## src/rtl/hazard_ctrl_if.sv

```systemverilog
// hazard_ctrl_if: decode/EX/MEM hazard-information bus and the pipeline
// control outputs of hazard_ctrl.
//   master : pipeline side, drives the hazard inputs and receives the controls
//   slave  : hazard_ctrl side
// Signals:
//   id_src1/2, id_src1/2_valid        decode-stage sources and use flags
//   ex_dest, ex_wb_en, ex_mem_r_en    EX instruction destination/write/load
//   mem_dest, mem_wb_en               MEM instruction destination/write
//   branch_taken                      branch resolved taken in EX
//   mem_req, mem_ready                MEM-stage access request / completion
//   pc_freeze .. memwb_freeze         pipeline register freeze/flush controls
//   mem_timeout                       sticky memory timeout error
//   stall_cycles                      saturating pc_freeze cycle counter
interface hazard_ctrl_if;
  logic [3:0]  id_src1;
  logic [3:0]  id_src2;
  logic        id_src1_valid;
  logic        id_src2_valid;
  logic [3:0]  ex_dest;
  logic        ex_wb_en;
  logic        ex_mem_r_en;
  logic [3:0]  mem_dest;
  logic        mem_wb_en;
  logic        branch_taken;
  logic        mem_req;
  logic        mem_ready;
  logic        pc_freeze;
  logic        ifid_freeze;
  logic        ifid_flush;
  logic        idex_freeze;
  logic        idex_flush;
  logic        exmem_freeze;
  logic        memwb_freeze;
  logic        mem_timeout;
  logic [15:0] stall_cycles;

  modport master (
    output id_src1, id_src2, id_src1_valid, id_src2_valid,
           ex_dest, ex_wb_en, ex_mem_r_en, mem_dest, mem_wb_en,
           branch_taken, mem_req, mem_ready,
    input  pc_freeze, ifid_freeze, ifid_flush, idex_freeze, idex_flush,
           exmem_freeze, memwb_freeze, mem_timeout, stall_cycles
  );

  modport slave (
    input  id_src1, id_src2, id_src1_valid, id_src2_valid,
           ex_dest, ex_wb_en, ex_mem_r_en, mem_dest, mem_wb_en,
           branch_taken, mem_req, mem_ready,
    output pc_freeze, ifid_freeze, ifid_flush, idex_freeze, idex_flush,
           exmem_freeze, memwb_freeze, mem_timeout, stall_cycles
  );
endinterface

```

## src/rtl/hazard_ctrl.sv

```systemverilog
// hazard_ctrl: pipeline hazard controller. Detects RAW data hazards against
// EX/MEM, applies branch flushes, and freezes the whole pipeline while a
// memory access is outstanding (IDLE/WAIT/ERR memory FSM with 255-cycle
// timeout). Counts pc_freeze cycles in a saturating 16-bit counter.
// Ports:
//   clk   pipeline clock
//   rst_n asynchronous active-low reset
//   hz    hazard_ctrl_if.slave bus (hazard inputs, pipeline controls)
// Build option: FORWARDING_EN -- when defined, only load-use hits against
// EX stall; otherwise every RAW hit against EX or MEM stalls.
module hazard_ctrl (
  input  logic          clk,
  input  logic          rst_n,
  hazard_ctrl_if.slave  hz
);

  typedef enum logic [1:0] {IDLE, WAIT, ERR} mem_state_e;

  mem_state_e  state_q;
  logic [7:0]  wait_cnt_q;
  logic        flush_pending_q;
  logic        mem_timeout_q;
  logic [15:0] stall_cnt_q;
  logic [15:0] stall_cnt_d;

  logic data_hazard;
  logic mem_freeze;
  logic pc_freeze_c, ifid_freeze_c, ifid_flush_c, idex_freeze_c;
  logic idex_flush_c, exmem_freeze_c, memwb_freeze_c;

  // Register 15 is never tracked as a dependency.
  function automatic logic raw_hit(input logic [3:0] src, input logic src_v,
                                   input logic [3:0] dst, input logic wb_en);
    return src_v && wb_en && (src != 4'hF) && (src == dst);
  endfunction

`ifdef FORWARDING_EN
  assign data_hazard = hz.ex_mem_r_en &&
      (raw_hit(hz.id_src1, hz.id_src1_valid, hz.ex_dest, hz.ex_wb_en) ||
       raw_hit(hz.id_src2, hz.id_src2_valid, hz.ex_dest, hz.ex_wb_en));
`else
  assign data_hazard =
      raw_hit(hz.id_src1, hz.id_src1_valid, hz.ex_dest,  hz.ex_wb_en)  ||
      raw_hit(hz.id_src2, hz.id_src2_valid, hz.ex_dest,  hz.ex_wb_en)  ||
      raw_hit(hz.id_src1, hz.id_src1_valid, hz.mem_dest, hz.mem_wb_en) ||
      raw_hit(hz.id_src2, hz.id_src2_valid, hz.mem_dest, hz.mem_wb_en);
`endif

  // The cycle in which mem_ready arrives completes the access, so the
  // pipeline is released in that cycle rather than one cycle later.
  assign mem_freeze = (state_q == ERR) ||
                      ((state_q == WAIT) && !hz.mem_ready) ||
                      ((state_q == IDLE) && hz.mem_req && !hz.mem_ready);

  // Priority: memory freeze > branch flush (current or pending) > data stall.
  always_comb begin
    pc_freeze_c    = 1'b0;
    ifid_freeze_c  = 1'b0;
    ifid_flush_c   = 1'b0;
    idex_freeze_c  = 1'b0;
    idex_flush_c   = 1'b0;
    exmem_freeze_c = 1'b0;
    memwb_freeze_c = 1'b0;
    if (mem_freeze) begin
      pc_freeze_c    = 1'b1;
      ifid_freeze_c  = 1'b1;
      idex_freeze_c  = 1'b1;
      exmem_freeze_c = 1'b1;
      memwb_freeze_c = 1'b1;
    end else if (hz.branch_taken || flush_pending_q) begin
      ifid_flush_c = 1'b1;
      idex_flush_c = 1'b1;
    end else if (data_hazard) begin
      pc_freeze_c   = 1'b1;
      ifid_freeze_c = 1'b1;
      idex_flush_c  = 1'b1;
    end
  end

  always_comb begin
    stall_cnt_d = stall_cnt_q;
    if (pc_freeze_c && (stall_cnt_q != '1)) begin
      stall_cnt_d = stall_cnt_q + 16'd1;
    end
  end

  always_ff @(posedge clk or negedge rst_n) begin
    if (!rst_n) begin
      state_q         <= IDLE;
      wait_cnt_q      <= '0;
      flush_pending_q <= 1'b0;
      mem_timeout_q   <= 1'b0;
      stall_cnt_q     <= '0;
    end else begin
      stall_cnt_q <= stall_cnt_d;

      if (mem_freeze && hz.branch_taken) begin
        flush_pending_q <= 1'b1;
      end else if (!mem_freeze) begin
        flush_pending_q <= 1'b0;
      end

      case (state_q)
        IDLE: begin
          if (hz.mem_req && !hz.mem_ready) begin
            state_q    <= WAIT;
            wait_cnt_q <= '0;
          end
        end
        WAIT: begin
          if (hz.mem_ready) begin
            state_q <= IDLE;
          end else if (wait_cnt_q == 8'd254) begin
            // 255th WAIT cycle without completion
            state_q       <= ERR;
            wait_cnt_q    <= 8'd255;
            mem_timeout_q <= 1'b1;
          end else begin
            wait_cnt_q <= wait_cnt_q + 8'd1;
          end
        end
        ERR:     state_q <= ERR;
        default: state_q <= IDLE;
      endcase
    end
  end

  assign hz.pc_freeze    = pc_freeze_c;
  assign hz.ifid_freeze  = ifid_freeze_c;
  assign hz.ifid_flush   = ifid_flush_c;
  assign hz.idex_freeze  = idex_freeze_c;
  assign hz.idex_flush   = idex_flush_c;
  assign hz.exmem_freeze = exmem_freeze_c;
  assign hz.memwb_freeze = memwb_freeze_c;
  assign hz.mem_timeout  = mem_timeout_q;
  assign hz.stall_cycles = stall_cnt_q;

endmodule

```

## src/flat_wrapper.sv

```systemverilog
// flat-port wrapper written by rule: the top's interface ports become plain ports
module hazard_ctrl_flat 
  (clk, rst_n, hz_id_src1, hz_id_src2, hz_id_src1_valid, hz_id_src2_valid, hz_ex_dest, hz_ex_wb_en, hz_ex_mem_r_en, hz_mem_dest, hz_mem_wb_en, hz_branch_taken, hz_mem_req, hz_mem_ready, hz_pc_freeze, hz_ifid_freeze, hz_ifid_flush, hz_idex_freeze, hz_idex_flush, hz_exmem_freeze, hz_memwb_freeze, hz_mem_timeout, hz_stall_cycles);
  hazard_ctrl_if hz_i ();
  input  logic clk;
  input  logic rst_n;
  input wire logic [$bits(hz_i.id_src1)-1:0] hz_id_src1;
  input wire logic [$bits(hz_i.id_src2)-1:0] hz_id_src2;
  input wire logic [$bits(hz_i.id_src1_valid)-1:0] hz_id_src1_valid;
  input wire logic [$bits(hz_i.id_src2_valid)-1:0] hz_id_src2_valid;
  input wire logic [$bits(hz_i.ex_dest)-1:0] hz_ex_dest;
  input wire logic [$bits(hz_i.ex_wb_en)-1:0] hz_ex_wb_en;
  input wire logic [$bits(hz_i.ex_mem_r_en)-1:0] hz_ex_mem_r_en;
  input wire logic [$bits(hz_i.mem_dest)-1:0] hz_mem_dest;
  input wire logic [$bits(hz_i.mem_wb_en)-1:0] hz_mem_wb_en;
  input wire logic [$bits(hz_i.branch_taken)-1:0] hz_branch_taken;
  input wire logic [$bits(hz_i.mem_req)-1:0] hz_mem_req;
  input wire logic [$bits(hz_i.mem_ready)-1:0] hz_mem_ready;
  output wire logic [$bits(hz_i.pc_freeze)-1:0] hz_pc_freeze;
  output wire logic [$bits(hz_i.ifid_freeze)-1:0] hz_ifid_freeze;
  output wire logic [$bits(hz_i.ifid_flush)-1:0] hz_ifid_flush;
  output wire logic [$bits(hz_i.idex_freeze)-1:0] hz_idex_freeze;
  output wire logic [$bits(hz_i.idex_flush)-1:0] hz_idex_flush;
  output wire logic [$bits(hz_i.exmem_freeze)-1:0] hz_exmem_freeze;
  output wire logic [$bits(hz_i.memwb_freeze)-1:0] hz_memwb_freeze;
  output wire logic [$bits(hz_i.mem_timeout)-1:0] hz_mem_timeout;
  output wire logic [$bits(hz_i.stall_cycles)-1:0] hz_stall_cycles;
  assign hz_i.id_src1 = hz_id_src1;
  assign hz_i.id_src2 = hz_id_src2;
  assign hz_i.id_src1_valid = hz_id_src1_valid;
  assign hz_i.id_src2_valid = hz_id_src2_valid;
  assign hz_i.ex_dest = hz_ex_dest;
  assign hz_i.ex_wb_en = hz_ex_wb_en;
  assign hz_i.ex_mem_r_en = hz_ex_mem_r_en;
  assign hz_i.mem_dest = hz_mem_dest;
  assign hz_i.mem_wb_en = hz_mem_wb_en;
  assign hz_i.branch_taken = hz_branch_taken;
  assign hz_i.mem_req = hz_mem_req;
  assign hz_i.mem_ready = hz_mem_ready;
  assign hz_pc_freeze = hz_i.pc_freeze;
  assign hz_ifid_freeze = hz_i.ifid_freeze;
  assign hz_ifid_flush = hz_i.ifid_flush;
  assign hz_idex_freeze = hz_i.idex_freeze;
  assign hz_idex_flush = hz_i.idex_flush;
  assign hz_exmem_freeze = hz_i.exmem_freeze;
  assign hz_memwb_freeze = hz_i.memwb_freeze;
  assign hz_mem_timeout = hz_i.mem_timeout;
  assign hz_stall_cycles = hz_i.stall_cycles;
  hazard_ctrl u_core (.clk(clk), .rst_n(rst_n), .hz(hz_i));
endmodule
```

## config.mk

```make
export PLATFORM = sky130hd
export DESIGN_NAME = hazard_ctrl_flat
export DESIGN_NICKNAME = d
export VERILOG_FILES = /design/src/rtl/hazard_ctrl_if.sv /design/src/rtl/hazard_ctrl.sv /design/src/flat_wrapper.sv
export SDC_FILE = /design/constraint.sdc
export NUM_CORES = 1
export LEC_CHECK = 0
export ABC_AREA = 1
export BUFFER_PORTS_ARGS = -buffer_cell sky130_fd_sc_hd__buf_2
export CORE_MARGIN = 2
export CORE_UTILIZATION = 58
export DETAILED_ROUTE_END_ITERATION = 8
export GPL_TIMING_DRIVEN = 1
export HOLD_SLACK_MARGIN = 0.02
export MAX_ROUTING_LAYER = met4
export PLACE_DENSITY_LB_ADDON = 0.12
export SETUP_SLACK_MARGIN = 0.2
export SLEW_MARGIN = 15
export SYNTH_ARGS = -nofsm -noshare
export SYNTH_HDL_FRONTEND = slang
export SYNTH_SLANG_ARGS = --single-unit
export TNS_END_PERCENT = 50
```

## constraint.sdc

```tcl
create_clock -name clk -period 2.7 [get_ports clk]
set_input_delay 0.135 -clock clk [delete_from_list [all_inputs] [get_ports clk]]
set_output_delay 0.135 -clock clk [all_outputs]
set_load 0.05 [all_outputs]
```

==> results of run 1 <==
==> cells in the mapped netlist, drive strengths merged <==
| library cell | number |
|---|---|
| nor3 | 2 |
| nor4 | 2 |
| nand2 | 112 |
| nand3b | 2 |
| ha | 3 |
| or3 | 1 |
| o31ai | 1 |
| a31o | 1 |
| inv | 52 |
| o211ai | 3 |
| a21oi | 4 |
| xor2 | 1 |
| nand3 | 25 |
| buf | 9 |
| o221ai | 2 |
| nor2 | 38 |
| or2 | 1 |
| nand4 | 22 |
| dfrtp | 28 |
| o21ai | 9 |
| xnor2 | 5 |
==> final cells by class <==
type	instances	area [um2]
clock buffer	3	22.5
clock inverter	1	30.0
fill	321	990
inverter	52	195
multi-input combinational	234	1140
sequential	28	701
tap	46	57.6
timing repair buffer	50	258
==> through the flow <==
step / setup WS, ps / hold WS, ps / cell area [um2]
after floorplan: 170 / -161 / 2100
after global placement: 741 / 201 / 2330
after detailed placement: 723 / 195 / 2330
after CTS: 387 / 60.7 / 2390
after global routing: 301 / 98.2 / 2400
final: 525 / 87.1 / 2400
==> registers in the layout (all words and copies together), names as in the netlist <==
signal and count:
u_core.flush_pending_q 1, u_core.hz.mem_timeout 1, u_core.hz.stall_cycles 16, u_core.state_q 2, u_core.wait_cnt_q 8
==> kinds of logic after synthesis <==
group | Yosys count
AOI/OAI and AO/OA | 20
adders and majority gates | 3
buffers and inverters | 61
xor gates and xnor gates | 6
DFF | 28
and+or+nand+nor | 205
==> tightest hold or removal path, delay by kind of cell <==
| family | cells | cell delay (ps) |
|---|---|---|
| buffers and inverters | 1 | 130 |
| AND/OR/NAND/NOR | 2 | 130 |
==> routing by layer <==
metal  GRT usage (%)  vias up  routed length [um]
li1                -     1119                   -
met1            30.2      988                2110
met2            44.7       53                2280
met3            3.35        2                 176
met4            7.34        0                  15
met5               -        -                   0
==> what timing repair did <==
| action | 4_1_cts | 5_1_grt |
|---|---|---|
| endpoints found under the setup margin | 0 | 2 |
| hold buffers | 1 | 0 |
| hold endpoints to repair | 28 | 0 |
| resized for setup | 0 | 1 |
==> power by group through the flow <==
| stage | combinational, mW | sequential [mW] | clock (mW) |
|---|---|---|---|
| after floorplan | 0.0373 | 0.429 | 0 |
| after global placement | 0.0770 | 0.429 | 0 |
| after detailed placement | 0.0772 | 0.429 | 0 |
| after CTS | 0.0785 | 0.421 | 0.282 |
| after global routing | 0.0932 | 0.422 | 0.298 |
| final | 0.0790 | 0.421 | 0.277 |
==> how the worst max path moves through the flow <==
stage                                                   to  slack [ps]  depth (start not counted)
global route                                  hz_pc_freeze         300                          8
CTS                                         hz_ifid_freeze         390                          8
floorplan                                    hz_idex_flush         170                          7
finish                                      hz_ifid_freeze         530                          8
detailed placement  u_core.hz.stall_cycles[15]$_DFFE_PN0P_         720                          8
global placement    u_core.hz.stall_cycles[13]$_DFFE_PN0P_         740                          8
==> results.toml, run 1 <==
[synthesis]
synthTopCellsByArea = "dfrtp_1, nand2_1, inv_1"
ys_ff_latch = 28
synth_cell_types = 28
synth_top_family_by_area = "simple AND/OR/NAND/NOR gates"
synthMuxAreaShare_pct = 0
synth_fp_nets = 352
syn_inst = 323
synth_fa_ha_area_share_pct = 1.79
syn_area_um2 = 2090
synth_compound_area_share_pct = 6.52
yosysTopAreaCell = "dfrtp_1"
yosysSeqAreaShare_pct = 33.5
synth_top_area_share_pct = 33.5
ys_warn_count = 0
synth_area_per_cell_um2 = 6.48
synth-simple-area-share_pct = 42.9
synth_xor_area_share_pct = 2.51

[sta]
rsz0062_at_grt = "no"
worst_pin_slew_ps = 651
setup_tns_ps = 0
finalCriticalPeriod_ps = 2170
finalMaxSlewViolations = 0
period_share_pct = 80.5
hold_viol_final = 0
skew_ps = 7.26
fmax_ghz = 0.460
max_slew_margin_pct = 56.6
setup_violations = 0

[route]
drc = 0
routed_wl_mm = 4.58
drtIter0Drc = 76
via_per_inst = 5.22
avgRoutedWirePerCell_um = 11.1
dr_total_vias = 2162
final_antenna_net_count = 0
dr.pass1.iters = 4

[power_and_ir_drop]
switchingPower_mw = 0.176
p_per_area_nw_per_um2 = 324
comb_power_share_pct = 10.2
power_mw = 0.777
power_frac_clock_pct = 35.6
ir_worst_vdd_mv = 0.232
p_sw_share_pct = 22.7
seq_power_share_pct = 54.2
power.leakage_nw = 1.37
intPower_mw = 0.601

[worst_setup_path]
path_cells = "nor2_1 > nand3_2 > nand2_4 > a21oi_4 > o21ai_4 > inv_1 > a21oi_2 > buf_2"
path_buf_inv = 2
cp_slowest_stage_delay_ps = 470
crit_type = "reg -> out"
ff2ff_path_depth = 8
timing.rr.start = "u_core.hz.stall_cycles[0]$_DFFE_PN0P_"
cp_slowest_cell = "dfrtp_1"
startpoint = "u_core.state_q[1]$_DFFE_PN0P_"
reg2reg_to = "u_core.hz.stall_cycles[15]$_DFFE_PN0P_"
cp_max_fo = 19
critPathCaptureType = "primary output"
start_kind = "register"
cp.required_ps = 2570
critPathArrivalTime_ps = 2040
crit_family = "flip-flops"
rrSetupSlack_ps = 660

[clocking]
clock_latency_ps = 330
cts_buffer_depth = 2
post_cts_buffers = 0
htreeDepth = 1
cts_tree = "yes"
cts_buffers = 3
clk_pin_slew_worst_paths_ps = 150
ctsRootBufferMaster = "clkbuf_4"
cts_sinks = 28

[die]
die_h_um = 64.1
start_util_pct = 61.7
dieArea_um2 = 4100
core_um2 = 3390
io-pin-count = 50
num_rows = 21
die_w_um = 64.1

[finish]
area_growth_syn_to_layout_pct = 14.7
layout_commonest_cell = "nand2_1"
n_antenna_cell = 0
drive_above_1_share_pct = 17.1
final_cell_mix = "nand2_1, inv_1, buf_2"
layoutNonFillerInstCount = 414
fin_nets = 398
finish.utilization_pct = 70.8

[min_path]
worstHoldEndpoint = "u_core.flush_pending_q$_DFFE_PN0P_"
holdPathStages = 3
hold_path.class = "in -> reg"
min_from = "hz_branch_taken"

[grt]
grt_pass1_vias = 1994
grt_antenna_before_repair = 0
grt_pass1_wl_mm = 8.29
grtUsageTotal_pct = 25.4
overflow = 0
grt_max_degree = 29

[place]
portBuffers = 48
dpl.hpwl_mm = 3.46
gp_congestion = 0.935
placed_cells = 409

[status]
outcome = "finished, final reports clean"

[run]
drv_cap = 0
(Power assumes the default switching activity.)
==> run 2: changes to the inputs <==
- CORE_UTILIZATION: 58 -> 54
- clock period: 2.7 -> 2.2 ns (I/O delays scaled with it)
==> results.toml, run 2 (synthesis results as in run 1) <==
[worst_setup_path]
cp_slowest_cell = "dfrtp_1"
critPathCaptureType = "primary output"
cp_slowest_stage_delay_ps = 450
path_buf_inv = 2
cp.required_ps = 2090
cp_max_fo = 7
cpMostUsedCell = "a21oi_4"
path_cells = "nor2_1 > nand3_2 > nand2_4 > a21oi_4 > o21ai_4 > inv_2 > a21oi_4 > buf_4"
critPathArrivalTime_ps = 1770
crit_family = "flip-flops"
start_kind = "register"
crit_type = "reg -> out"

[power_and_ir_drop]
p_per_area_nw_per_um2 = 410
power.leakage_nw = 1.40
ir_worst_vdd_mv = 0.271

[finish]
multi_input_comb_area_um2 = 1150
nFillCells = 346
seq_area_um2 = 701
drive_above_1_share_pct = 19.3
largest_register_ffs = 16
layout_commonest_cell = "nand2_1"
n_antenna_cell = 0
layoutNonFillerInstCount = 422
fin_nets = 404
final_cell_mix = "nand2_1, inv_1, buf_2"
area_growth_syn_to_layout_pct = 18.9

[die]
num_rows = 22
core_um2 = 3690
die_h_um = 66.2
io-pin-count = 50
die_w_um = 66.2
start_util_pct = 56.7
dieArea_um2 = 4390

[grt]
grt_pass1_vias = 2022
grtUsageTotal_pct = 23.6
grt_antenna_before_repair = 0
grt_max_degree = 29
overflow = 0
grt_pass1_wl_mm = 8.18

[sta]
finalMaxSlewViolations = 0
fmax_ghz = 0.533
holdWs_ps = 120
setup_tns_ps = 0
hold_viol_final = 0
max_slew_margin_pct = 58.0
period_share_pct = 85.3
finalCriticalPeriod_ps = 1880
setup_violations = 0
worst_pin_slew_ps = 631
finalWorstSetupSlack_ps = 324
rsz0062_at_grt = "no"
skew_ps = 4.82

[route]
avgRoutedWirePerCell_um = 10.7
final_antenna_net_count = 0
via_per_inst = 5.03
drc = 0
drtIter0Drc = 107
dr.pass1.iters = 4
routed_wl_mm = 4.52
dr_total_vias = 2123

[clocking]
clk_pin_slew_worst_paths_ps = 100
cts_buffers = 3
cts_tree = "yes"
cts_sinks = 28
cts_buffer_depth = 2
htreeDepth = 1
clock_latency_ps = 270
ctsRootBufferMaster = "clkbuf_8"

[place]
dpl.hpwl_mm = 3.40
portBuffers = 48
placed_cells = 412
gp_congestion = 0.912
place_ws_ps = 282

[status]
outcome = "finished, final reports clean"

[min_path]
hold_path.class = "in -> reg"

[run]
drv_cap = 0
## run 2: power breakdown
part	total [mW]	switching (mW)	internal, mW
Clock	0.407	0.163	0.244
Combinational	0.0969	0.0594	0.0375
Sequential	0.517	0.00148	0.515
## run 2: per-layer routing
| metal | up-vias | global-route usage (%) | share of wire (%) |
|---|---|---|---|
| li1 | 1126 | - | - |
| met1 | 959 | 28.8 | 46 |
| met2 | 34 | 41.4 | 49 |
| met3 | 4 | 3.07 | 3.4 |
| met4 | 0 | 5.61 | 1.1 |
| met5 | - | - | 0 |
## run 2: cell type report
type                    instances  area share [%]
multi-input cells             234            46.1
flip-flops and latches         28            28.2
repair buffers                 56            12.6
inverters                      52            7.85
well taps                      48            2.41
clock buffers                   3            1.66
clock inverters                 1            1.21
## run 2: what timing repair did
item	CTS	global route
hold buffers	1	0
gates resized for setup	5	3
setup endpoints to repair	4	11
pin swaps	0	2
setup buffers	1	4
endpoints found under the hold margin	28	0
## run 2: worst paths after layout
path	start	end	slack (ps)	cells after the start
setup / recovery	u_core.state_q[1]$_DFFE_PN0P_	hz_ifid_freeze	320	8
hold / removal	hz_branch_taken	u_core.flush_pending_q$_DFFE_PN0P_	120	3
setup reg to reg	u_core.state_q[1]$_DFFE_PN0P_	u_core.hz.stall_cycles[0]$_DFFE_PN0P_	370	8
hold reg to reg	u_core.hz.mem_timeout$_DFFE_PN0P_	u_core.hz.mem_timeout$_DFFE_PN0P_	470	2
max in group asynchronous	rst_n	u_core.hz.stall_cycles[10]$_DFFE_PN0P_	1410	2
min in group asynchronous	rst_n	u_core.hz.stall_cycles[9]$_DFFE_PN0P_	380	2
## run 2: stage by stage
stage,area [um2],total power [mW],utilization [%]
2_1_floorplan,2110,0.573,-
5_1_grt,2490,1.07,67.4
4_1_cts,2450,1.04,66.6
3_3_place_gp,2350,0.621,63.7
6_report,2490,1.02,67.4
3_5_place_dp,2350,0.622,63.7
## run 2: worst min-delay path, cell delays in order
cell and delay (ps):
buf_2 120, nor2_1 80, nor2_1 50
